$ cat config.mk
export PLATFORM = sky130hd
export DESIGN_NAME = main_host_seq
export DESIGN_NICKNAME = d
export VERILOG_FILES = /design/src/rtl/main_host_seq_pkg.sv /design/src/rtl/main_host_seq_skid2.sv /design/src/rtl/main_host_seq.sv
export SDC_FILE = /design/constraint.sdc
export NUM_CORES = 1
export LEC_CHECK = 0
export CAP_MARGIN = 20
export CORE_MARGIN = 10
export CORE_UTILIZATION = 40
export CTS_CLUSTER_DIAMETER = 40
export CTS_CLUSTER_SIZE = 24
export DETAILED_ROUTE_END_ITERATION = 6
export PLACE_DENSITY = 0.71
export SKIP_CTS_REPAIR_TIMING = 1
export SYNTH_ARGS = -nofsm -noshare
export SYNTH_HDL_FRONTEND = slang
export SYNTH_SLANG_ARGS = --single-unit
$ cat constraint.sdc
create_clock -name clk -period 10.3 [get_ports clk]
set_input_delay 1.545 -clock clk [delete_from_list [all_inputs] [get_ports clk]]
set_output_delay 1.545 -clock clk [all_outputs]
set_load 0.02 [all_outputs]
$ cat src/rtl/main_host_seq_pkg.sv
// Shared definitions for the host-side sequencer of `main`: command codes,
// the byte-order helper and the sequencer state encoding.
package main_host_seq_pkg;

    localparam int MainCMD_SIZE = 4;

    localparam logic [MainCMD_SIZE-1:0] MainCMD_NOP        = 4'h0;
    localparam logic [MainCMD_SIZE-1:0] MainCMD_SETUP_TEST = 4'h1;
    localparam logic [MainCMD_SIZE-1:0] MainCMD_KEYGEN     = 4'h2;
    localparam logic [MainCMD_SIZE-1:0] MainCMD_ENCAPS     = 4'h3;
    localparam logic [MainCMD_SIZE-1:0] MainCMD_DECAPS     = 4'h4;

    typedef enum logic [2:0] {
        ST_IDLE = 3'd0,
        ST_CMD  = 3'd1,
        ST_IN   = 3'd2,
        ST_OUT  = 3'd3,
        ST_DONE = 3'd4
    } host_state_e;

    // Byte 0 of the result is byte 7 of the argument, and so on.
    function automatic logic [63:0] swapBytes64(input logic [63:0] w);
        logic [63:0] r;
        r = '0;
        for (int i = 0; i < 8; i++) begin
            r[8*i +: 8] = w[8*(7-i) +: 8];
        end
        return r;
    endfunction

endpackage

$ cat src/rtl/main_host_seq_skid2.sv
// Generic 2-entry valid/ready skid buffer. Ready depends only on occupancy,
// so it never depends combinationally on the downstream ready.
module stream_skid2 #(
    parameter int W = 64
) (
    input  logic         clk,
    input  logic         rst,
    input  logic [W-1:0] in_data,
    input  logic         in_valid,
    output logic         in_ready,
    output logic [W-1:0] out_data,
    output logic         out_valid,
    input  logic         out_ready
);

    logic [W-1:0] slot0;
    logic [W-1:0] slot1;
    logic         rd_ptr;
    logic         wr_ptr;
    logic [1:0]   count;
    logic         push;
    logic         pop;

    assign in_ready  = (count != 2'd2);
    assign out_valid = (count != 2'd0);
    assign out_data  = rd_ptr ? slot1 : slot0;
    assign push      = in_valid && in_ready;
    assign pop       = out_valid && out_ready;

    always_ff @(posedge clk or posedge rst) begin
        if (rst) begin
            slot0  <= '0;
            slot1  <= '0;
            rd_ptr <= 1'b0;
            wr_ptr <= 1'b0;
            count  <= 2'd0;
        end else begin
            if (push) begin
                if (wr_ptr) slot1 <= in_data;
                else        slot0 <= in_data;
                wr_ptr <= ~wr_ptr;
            end
            if (pop) begin
                rd_ptr <= ~rd_ptr;
            end
            case ({push, pop})
                2'b10:   count <= count + 2'd1;
                2'b01:   count <= count - 2'd1;
                default: count <= count;
            endcase
        end
    end

endmodule

$ cat src/rtl/main_host_seq.sv
// Host-side initiator for `main`: one command, nIn words in, nOut words out,
// with byte-order conversion on both stream directions.
//
// state   | meaning
// IDLE    | waiting for a start request
// CMD     | offering the latched command to `main`
// IN      | passing upstream words straight into `main`
// OUT     | draining `main` through the skid buffer to the sink
// DONE    | one-cycle completion pulse
module main_host_seq
    import main_host_seq_pkg::*;
#(
    parameter int CMD_SIZE = MainCMD_SIZE,
    parameter int WORD_W   = 64,
    parameter int CNT_W    = 16
) (
    input  logic                clk,
    input  logic                rst,
    input  logic [CMD_SIZE-1:0] start_cmd,
    input  logic [CNT_W-1:0]    start_nIn,
    input  logic [CNT_W-1:0]    start_nOut,
    input  logic                start_isReady,
    output logic                start_canReceive,
    input  logic [WORD_W-1:0]   src_data,
    input  logic                src_isReady,
    output logic                src_canReceive,
    output logic [WORD_W-1:0]   snk_data,
    output logic                snk_isReady,
    input  logic                snk_canReceive,
    output logic [CMD_SIZE-1:0] main_cmd,
    output logic                main_cmd_isReady,
    input  logic                main_cmd_canReceive,
    output logic [WORD_W-1:0]   main_in,
    output logic                main_in_isReady,
    input  logic                main_in_canReceive,
    input  logic [WORD_W-1:0]   main_out,
    input  logic                main_out_isReady,
    output logic                main_out_canReceive,
    output logic                busy,
    output logic                done
);

    host_state_e         state;
    host_state_e         state_nx;
    logic [CMD_SIZE-1:0] cmd_q;
    logic [CNT_W-1:0]    in_left;
    logic [CNT_W-1:0]    rd_left;
    logic [CNT_W-1:0]    wr_left;

    logic                start_xfer;
    logic                in_xfer;
    logic                mo_push;
    logic                snk_xfer;
    logic                skid_in_valid;
    logic                skid_in_ready;
    logic [WORD_W-1:0]   skid_out_data;
    logic                skid_out_valid;
    logic                skid_out_ready;
    logic                out_phase;

    assign out_phase      = (state == ST_OUT);
    assign start_xfer     = (state == ST_IDLE) && start_isReady;
    assign in_xfer        = (state == ST_IN) && src_isReady && main_in_canReceive;

    // Never accept more words from `main` than the run asked for.
    assign main_out_canReceive = out_phase && (rd_left != '0) && skid_in_ready;
    assign skid_in_valid       = out_phase && (rd_left != '0) && main_out_isReady;
    assign mo_push             = main_out_isReady && main_out_canReceive;

    assign snk_isReady    = out_phase && skid_out_valid;
    assign snk_data       = snk_isReady ? swapBytes64(skid_out_data) : '0;
    assign skid_out_ready = out_phase && snk_canReceive;
    assign snk_xfer       = snk_isReady && snk_canReceive;

    stream_skid2 #(
        .W (WORD_W)
    ) u_skid (
        .clk       (clk),
        .rst       (rst),
        .in_data   (main_out),
        .in_valid  (skid_in_valid),
        .in_ready  (skid_in_ready),
        .out_data  (skid_out_data),
        .out_valid (skid_out_valid),
        .out_ready (skid_out_ready)
    );

    always_ff @(posedge clk or posedge rst) begin
        if (rst) state <= ST_IDLE;
        else     state <= state_nx;
    end

    always_comb begin
        state_nx         = state;
        start_canReceive = 1'b0;
        busy             = 1'b1;
        done             = 1'b0;
        main_cmd         = '0;
        main_cmd_isReady = 1'b0;
        main_in          = '0;
        main_in_isReady  = 1'b0;
        src_canReceive   = 1'b0;
        case (state)
            ST_IDLE: begin
                start_canReceive = 1'b1;
                busy             = 1'b0;
                if (start_isReady) state_nx = ST_CMD;
            end
            ST_CMD: begin
                main_cmd         = cmd_q;
                main_cmd_isReady = 1'b1;
                if (main_cmd_canReceive) begin
                    if (in_left != '0)      state_nx = ST_IN;
                    else if (rd_left != '0) state_nx = ST_OUT;
                    else                    state_nx = ST_DONE;
                end
            end
            ST_IN: begin
                main_in         = swapBytes64(src_data);
                main_in_isReady = src_isReady;
                src_canReceive  = main_in_canReceive;
                if (in_xfer && (in_left == CNT_W'(1))) begin
                    state_nx = (rd_left != '0) ? ST_OUT : ST_DONE;
                end
            end
            ST_OUT: begin
                // The last delivery empties the skid, since rd_left is already 0.
                if (snk_xfer && (wr_left == CNT_W'(1))) state_nx = ST_DONE;
            end
            ST_DONE: begin
                done     = 1'b1;
                state_nx = ST_IDLE;
            end
            default: begin
                state_nx = ST_IDLE;
            end
        endcase
    end

    always_ff @(posedge clk or posedge rst) begin
        if (rst) begin
            cmd_q   <= '0;
            in_left <= '0;
            rd_left <= '0;
            wr_left <= '0;
        end else begin
            if (start_xfer) begin
                cmd_q   <= start_cmd;
                in_left <= start_nIn;
                rd_left <= start_nOut;
                wr_left <= start_nOut;
            end
            if (in_xfer)  in_left <= in_left - CNT_W'(1);
            if (mo_push)  rd_left <= rd_left - CNT_W'(1);
            if (snk_xfer) wr_left <= wr_left - CNT_W'(1);
        end
    end

endmodule

# Yosys cells after proc, flatten, opt, wreduce, memory -nomap -nowiden
# Cells that the tools add are included.
[totals]
reg_bits = 187
in_bits = 172
output_inout_bits = 140
wordCells = 78
[classes]
n_addsub = 5
n_eq_ne = 13
mux = 23
bitwise_logic = 2
reduce_logical = 25
[op_table]
columns = ["operator", "n"]
rows = [
  ["two-way mux 64 bit", 3],
  ["two-way mux 16 bit", 5],
  ["subtractor 16 x 1 -> 16 bit (second input constant)", 3],
  ["equality test 16 x 1 -> 1 bit (second input constant)", 2],
  ["nonzero test 16 bit", 2],
  ["two-way mux 3 bit", 6],
  ["logical AND 1 bit", 14],
  ["one-hot mux 3 bit (4 select lines)", 1],
  ["nonzero test 2 bit", 5],
  ["equality test 3 x 2 -> 1 bit (second input constant)", 2],
  ["two-way mux 1 bit", 6],
  ["!= test 2 bit (second input constant)", 3],
  ["two-way mux 4 bit", 1],
  ["!= test 2 x 1 -> 1 bit (second input constant)", 2],
  ["one-hot mux 2 bit (2 select lines)", 1],
  ["AND reduction 2 bit", 2],
  ["AND reduction 4 bit", 1],
  ["equality test 3 x 1 -> 1 bit (second input constant)", 1],
  ["equality test 3 bit (second input constant)", 1],
  ["zero test 3 bit", 1],
  ["adder 2 x 1 -> 2 bit (second input constant)", 1],
  ["equality test 2 x 1 -> 1 bit (second input constant)", 1],
  ["equality test 2 bit (second input constant)", 1],
  ["NOT 1 bit", 2],
  ["subtractor 2 x 1 -> 2 bit (second input constant)", 1],
]

# Logic depth before layout (Yosys ltp)
# Gate-level depths: netlist (run 1).
[depth]
depth_word = 6
depth_mapped = 10
depth_no_buf = 9

# Hierarchy
# A second synthesis (run 1) with hierarchy kept.
[unflattened]
hier_cells = 884
area_unflattened_um2 = 10328.7
[modules_own_cells]
columns = ["mod", "n_inst", "cells_each", "area_per_inst_um2", "seq_area_each_um2"]
rows = [
  ["stream_skid2", 1, 359, 6193.4, 3303.2],
  ["main_host_seq", 1, 525, 4135.2, 1376.3],
]

# Worst setup path before layout (run 1)
# No wires, ideal clock.
[synth_timing]
kind = "input to output"
startpoint = "in src_data[56]"
endpoint = "out main_in[0]"
t_arrival_ns = 1.755
required_time_ns = 8.755
slack_ns = 7.000
path_stages = 1
path_buffers = 0
path_cell_list = "and2_1"
[synth_via]
elab_chain_len = 1
[synth_rtl]
columns = ["element", "line", "text"]
rows = [
  ["start: declaration", "main_host_seq.sv:24", "input logic [WORD_W-1:0] src_data,"],
  ["two-way mux 64 bit", "main_host_seq.sv:103", "case (state)"],
  ["end: declaration", "main_host_seq.sv:33", "output logic [WORD_W-1:0] main_in,"],
]
# No other way between the ends.

# Final worst setup path (run 1)
[layout_timing]
startpoint = "reg state[1]"
endpoint = "out main_in[27]"
[layout_via]
elab_chain_len = 2
[layout_rtl]
columns = ["element", "line", "text"]
rows = [
  ["start: declaration", "main_host_seq.sv:43", "host_state_e state;"],
  ["start signal: assignment", "main_host_seq.sv:90", "else state <= state_nx;"],
  ["equality test 3 x 2 -> 1 bit", "main_host_seq.sv:103", ""],
  ["two-way mux 64 bit", "main_host_seq.sv:103", ""],
]
# No other way between the ends.

==> flow_metrics.tcl, run 1 <==
set metrics [dict create \
    cts-root-buf "clkbuf_16" \
    min_path_type "reg2reg" \
    route.detailed.drc 0 \
    port_buffers 311 \
    drtAntennaViolNets 0 \
    cp_data_required_time_ps 8760 \
    max-vdd-ir-drop_mv 0.130 \
    grt_start_max_net_pins 83 \
    timing.rr.end "u_skid.slot0[5]" \
    grt_antenna_before_repair 1 \
    postPlaceCellArea_um2 13000 \
    highest_layer "met5" \
    die_area_um2 30700 \
    nets 1356 \
    area.growth.synth_to_final_pct 41.0 \
    worst_clock_skew_ps 15.8 \
    drt-total-wl_um 28700 \
    multi_input_area_um2 4650 \
    fin_crit_sh 0.433 \
    htreeDepth 4 \
    clk_latency_ps 430 \
    avgSynthCellArea_um2 10.9 \
    num-fill-cells 2031 \
    synth_warnings 0 \
    grt_pass1_vias 8049 \
    clock-sinks 187 \
    setup_slack_ps 5840 \
    fin_hold_ws_ps 477 \
    critical_path.max_stage_delay_ps 640 \
    dr_wl_met3_um 1490 \
    netlist_instances 888 \
    synthFlopType "dfrtp_1" \
    path_delay_family "buffers and inverters" \
    ioPinCount 312 \
    cellPowerDensity_nw_per_um2 289 \
    cts_buffers 17 \
    reg2reg_slack_ps 6990 \
    drt-pass1-iter-count 5 \
    ys_ff_latch 187 \
    finalPower_mw 3.92 \
    netlist_area_um2 9640 \
    post_drt_wl_per_cell_um 19.0 \
    worstHoldEndpoint "cmd_q[2]" \
    n_antenna_cell 0 \
    start_util 0.408 \
    worstHoldStart "cmd_q[2]" \
    cp-start-kind "flop" \
    die_height_um 175 \
    path_buf_inv 2 \
    cap_violations 0 \
    ys_async_sr_fraction 1.00 \
    critPathKind "reg2out" \
    worst_slew_pin_slew_ps 1060 \
    drt_iter0_drc 474 \
    clkSlewWorstSetupHoldPaths_ps 80 \
    setup_violations 0 \
    vias 7780 \
    hold_depth 2 \
    p_leak_nw 5.71 \
    die_w_um 175 \
    syn_nets 1067 \
    outcome "finished, final reports clean" \
    layout_min_cycle_time_ps 4460 \
    place_congestion 0.840 \
    overflow 0 \
    crit_arrival_ps 2910 \
    slew_headroom 0.293 \
    cts_tree "yes" \
    grt_usage 0.183 \
    finalHoldViolCount 0 \
    tns_ps 0 \
    synth_enable_flop_cells 0 \
    post-place-cells 1476 \
    drive_above_1_share 0.0504 \
    endpoint_kind "output port" \
    rows 56 \
    worstPathMaxFanout 52 \
    wl_met2_um 13800 \
    wl_met1_um 13100 \
    post-place-ws_ps 5870 \
    slowest_stage "clkdlybuf4s50_1" \
    cp_cell_sequence "nor3b_4 -> buf_4 -> and2_1 -> clkdlybuf4s50_1" \
    stdcell_area_um2 13600 \
    viasPerCell 5.16 \
    final_cells 1509 \
    rsz0062_at_grt "no" \
    grt_pass1_wl_um 45400 \
    coreArea_um2 23600 \
    final-seq-area_um2 4680 \
    synth_cell_types 63 \
    final_util 0.575 \
    dp_hpwl_um 21000 \
    clk_path_buf_depth 2 \
    r2r-start "state[0]" \
    final_cell_mix "clkdlybuf4s50_1, dfrtp_1, mux2_1" \
    drv_slew 0 \
    fmax_mhz 224 \
    reg2reg_depth 7 \
    mostFrequentLayoutCell "clkdlybuf4s50_1" \
    ys_seq_area_frac 0.486 \
]
layout make-up:
cell class	count	area share
clock buffers	18	0.0316
clock inverters	14	0.0108
flip-flops and latches	187	0.345
repair buffers	320	0.236
well taps	319	0.0294
inverters	19	0.00562
multi-input cells	632	0.342
synthesized netlist by cell type, drive strengths merged, types with 4 or more instances:
cell	instances	area, um^2
buf	30	174
a21oi	20	100
nand4	6	43.8
mux2i	64	641
nor2	99	379
xnor2	4	35.0
o21ai	10	50.1
and3	6	37.5
o22ai	8	50.1
or3	4	25.0
nor4	7	77.6
inv	19	71.3
a211oi	6	45.0
clkbuf	20	75.1
dfrtp	187	4680
and2	75	469
nand2	58	225
nor3	27	135
nor3b	5	52.6
a311oi	9	78.8
ha	7	87.6
o31ai	5	37.5
nand3	22	110
o211ai	15	113
mux2	129	1460
o311ai	11	96.3
worst max path at each step:
| stage | startpoint | to | slack [ps] | depth (start not counted) |
|---|---|---|---|---|
| after floorplan | rst | cmd_q[0] | 3670 | 1 |
| final | state[1] | main_in[27] | 5840 | 4 |
| after detailed placement | src_data[33] | main_in[25] | 5870 | 3 |
| after global placement | src_data[33] | main_in[25] | 5860 | 3 |
| after CTS | state[1] | main_in[39] | 5820 | 4 |
| after global routing | state[1] | main_in[27] | 5600 | 4 |
per-layer routing:
layer / track usage / vias to the layer above
met4: 0.0442 / 2
met5: 0 / -
met3: 0.0414 / 19
li1: - / 3727
met1: 0.244 / 3839
met2: 0.295 / 193
sequential cells by signal (all words and copies together) (netlist names):
register       count
state              3
u_skid.rd_ptr      1
cmd_q              4
u_skid.slot1      64
wr_left           16
in_left           16
u_skid.slot0      64
rd_left           16
u_skid.count       2
u_skid.wr_ptr      1
tightest hold or removal path: stages, from the launching register on:
cell and delay [ps]:
dfrtp_1 350, nand2_1 50, nand2_1 50
cells by family (layout without fill, tap and decap cells):
group | after synthesis | after routing | share of synthesized area
simple gates | 322 | 322 | 0.171
buf+inv | 69 | 371 | 0.0332
fa+ha+maj | 7 | 7 | 0.00909
xor+xnor | 5 | 5 | 0.00454
compound gates | 105 | 105 | 0.0787
flops | 187 | 187 | 0.486
mux | 193 | 193 | 0.218
where the power goes:
| part | switching (mW) | internal, mW |
|---|---|---|
| registers | 0.262 | 1.09 |
| logic | 1.00 | 0.930 |
| clock network | 0.317 | 0.324 |
Power figures use the tool's default switching activity.
==> run 2: changes to the inputs <==
PLACE_DENSITY = 0.74   (was 0.71)
clock period = 3.9 ns   (was 10.3 ns; I/O delays follow)
==> run 2 against run 1 <==
  * Setup slack got worse by 5300 ps
  * Sequential share of layout area decreased by 0.21 points
  * Critical path depth is 1 higher
  * Sequential power rose to 2.7 times the previous value
  * Critical endpoint is now snk_data[62]
  * Clock power grew to 2.7 times the previous value
  * Final cell count grew 0.40%
  * Global-route usage decreased by 0.15 points
  * Register-to-register slack worse by 6100 ps
  * Sequential cell count did not move
==> flow_metrics.tcl, run 2 (same netlist as run 1, synthesis figures left out) <==
set metrics [dict create \
    clkSlewWorstSetupHoldPaths_ps 80 \
    die_w_um 175 \
    grt_antenna_before_repair 1 \
    coreArea_um2 23600 \
    vias 7853 \
    grt_start_max_net_pins 71 \
    drtAntennaViolNets 0 \
    route.detailed.drc 0 \
    outcome "finished, final reports clean" \
    max-vdd-ir-drop_mv 0.356 \
    overflow 0 \
    fin_crit_sh 0.849 \
    drv_slew 0 \
    reg2reg_slack_ps 870 \
    cellPowerDensity_nw_per_um2 767 \
    rsz0062_at_grt "no" \
    tns_ps 0 \
    drt-total-wl_um 28800 \
    critPathKind "reg2out" \
    worst_clock_skew_ps 12.4 \
    p_leak_nw 5.74 \
    cp-start-kind "flop" \
    grt_pass1_wl_um 45100 \
    area.growth.synth_to_final_pct 41.9 \
    grt_pass1_vias 7969 \
    post_drt_wl_per_cell_um 19.0 \
    port_buffers 311 \
    endpoint_kind "output port" \
    drt_iter0_drc 515 \
    mostFrequentLayoutCell "clkdlybuf4s50_1" \
    min_path_type "reg2reg" \
    cts_tree "yes" \
    drive_above_1_share 0.0544 \
    htreeDepth 4 \
    cts_buffers 17 \
    worst_slew_pin_slew_ps 956 \
    clk_path_buf_depth 2 \
    slew_headroom 0.363 \
    fin_hold_ws_ps 467 \
    final_cells 1515 \
    setup_violations 0 \
    layout_min_cycle_time_ps 3310 \
    final_cell_mix "clkdlybuf4s50_1, dfrtp_1, mux2_1" \
    grt_usage 0.182 \
    stdcell_area_um2 13700 \
    cts-root-buf "clkbuf_16" \
    clk_latency_ps 420 \
    postPlaceCellArea_um2 13100 \
    top_regs "u_skid.slot0 x64, u_skid.slot1 x64" \
    cap_violations 0 \
    cp_data_required_time_ps 3310 \
    nets 1361 \
    start_util 0.408 \
    crit_arrival_ps 2730 \
    fmax_mhz 302 \
    ioPinCount 312 \
    die_area_um2 30700 \
    post-place-cells 1482 \
    finalPower_mw 10.5 \
    finalHoldViolCount 0 \
    die_height_um 175 \
    place_congestion 0.882 \
    worstPathMaxFanout 45 \
    viasPerCell 5.18 \
    drt-pass1-iter-count 5 \
    rows 56 \
    dp_hpwl_um 21700 \
    clock-sinks 187 \
]
## run 2: cell types whose count changed in the layout (fill, tap and decap cells not counted), sizes merged
cell and delta:
diode +1, inv -2, bufinv +1, clkinvlp +1
buf +5
## run 2: per-layer routing
layer,global-route usage,vias up,routed length [um],share of wire
met5,0,-,0,0
met4,0.0251,0,160,0.0056
met3,0.0448,9,1830,0.064
met2,0.288,244,13700,0.47
met1,0.251,3864,13200,0.46
li1,-,3736,-,-
## run 2: cell type report
class                      count  area (um^2)
fill                        2006         9940
sequential                   187         4680
multi-input combinational    632         4650
timing repair buffer         325         3260
clock buffer                  18          429
tap                          319          399
clock inverter                14          175
inverter                      19         75.1
antenna                        1         2.50
## run 2: path summary, 6_finish.rpt
path / from / end / cells after the start
max reg2reg: state[0] / u_skid.slot0[29] / 7
max in group asynchronous: rst / u_skid.slot0[32] / 3
min reg2reg: cmd_q[3] / cmd_q[3] / 2
min: cmd_q[3] / cmd_q[3] / 2
min in group asynchronous: rst / u_skid.slot0[62] / 2
max: state[0] / snk_data[62] / 5
## run 2: report_power, final
part | internal, mW | switching, mW | leakage (nW)
combinational | 2.47 | 2.66 | 3.19
sequential | 2.87 | 0.735 | 2.27
clock | 0.924 | 0.835 | 0.292
## run 2: per-stage QoR
step / utilization / setup slack, ps
after floorplan: - / 909
after global placement: 0.553 / 872
after detailed placement: 0.553 / 757
after CTS: 0.579 / 534
after global routing: 0.579 / 380
final: 0.579 / 588
## run 2: worst max-delay path: stages (launching register included)
cell and delay [ps]:
dfrtp_1 510, and3b_1 310, o21ai_4 250, buf_4 520
nor2_1 110, clkdlybuf4s50_1 570
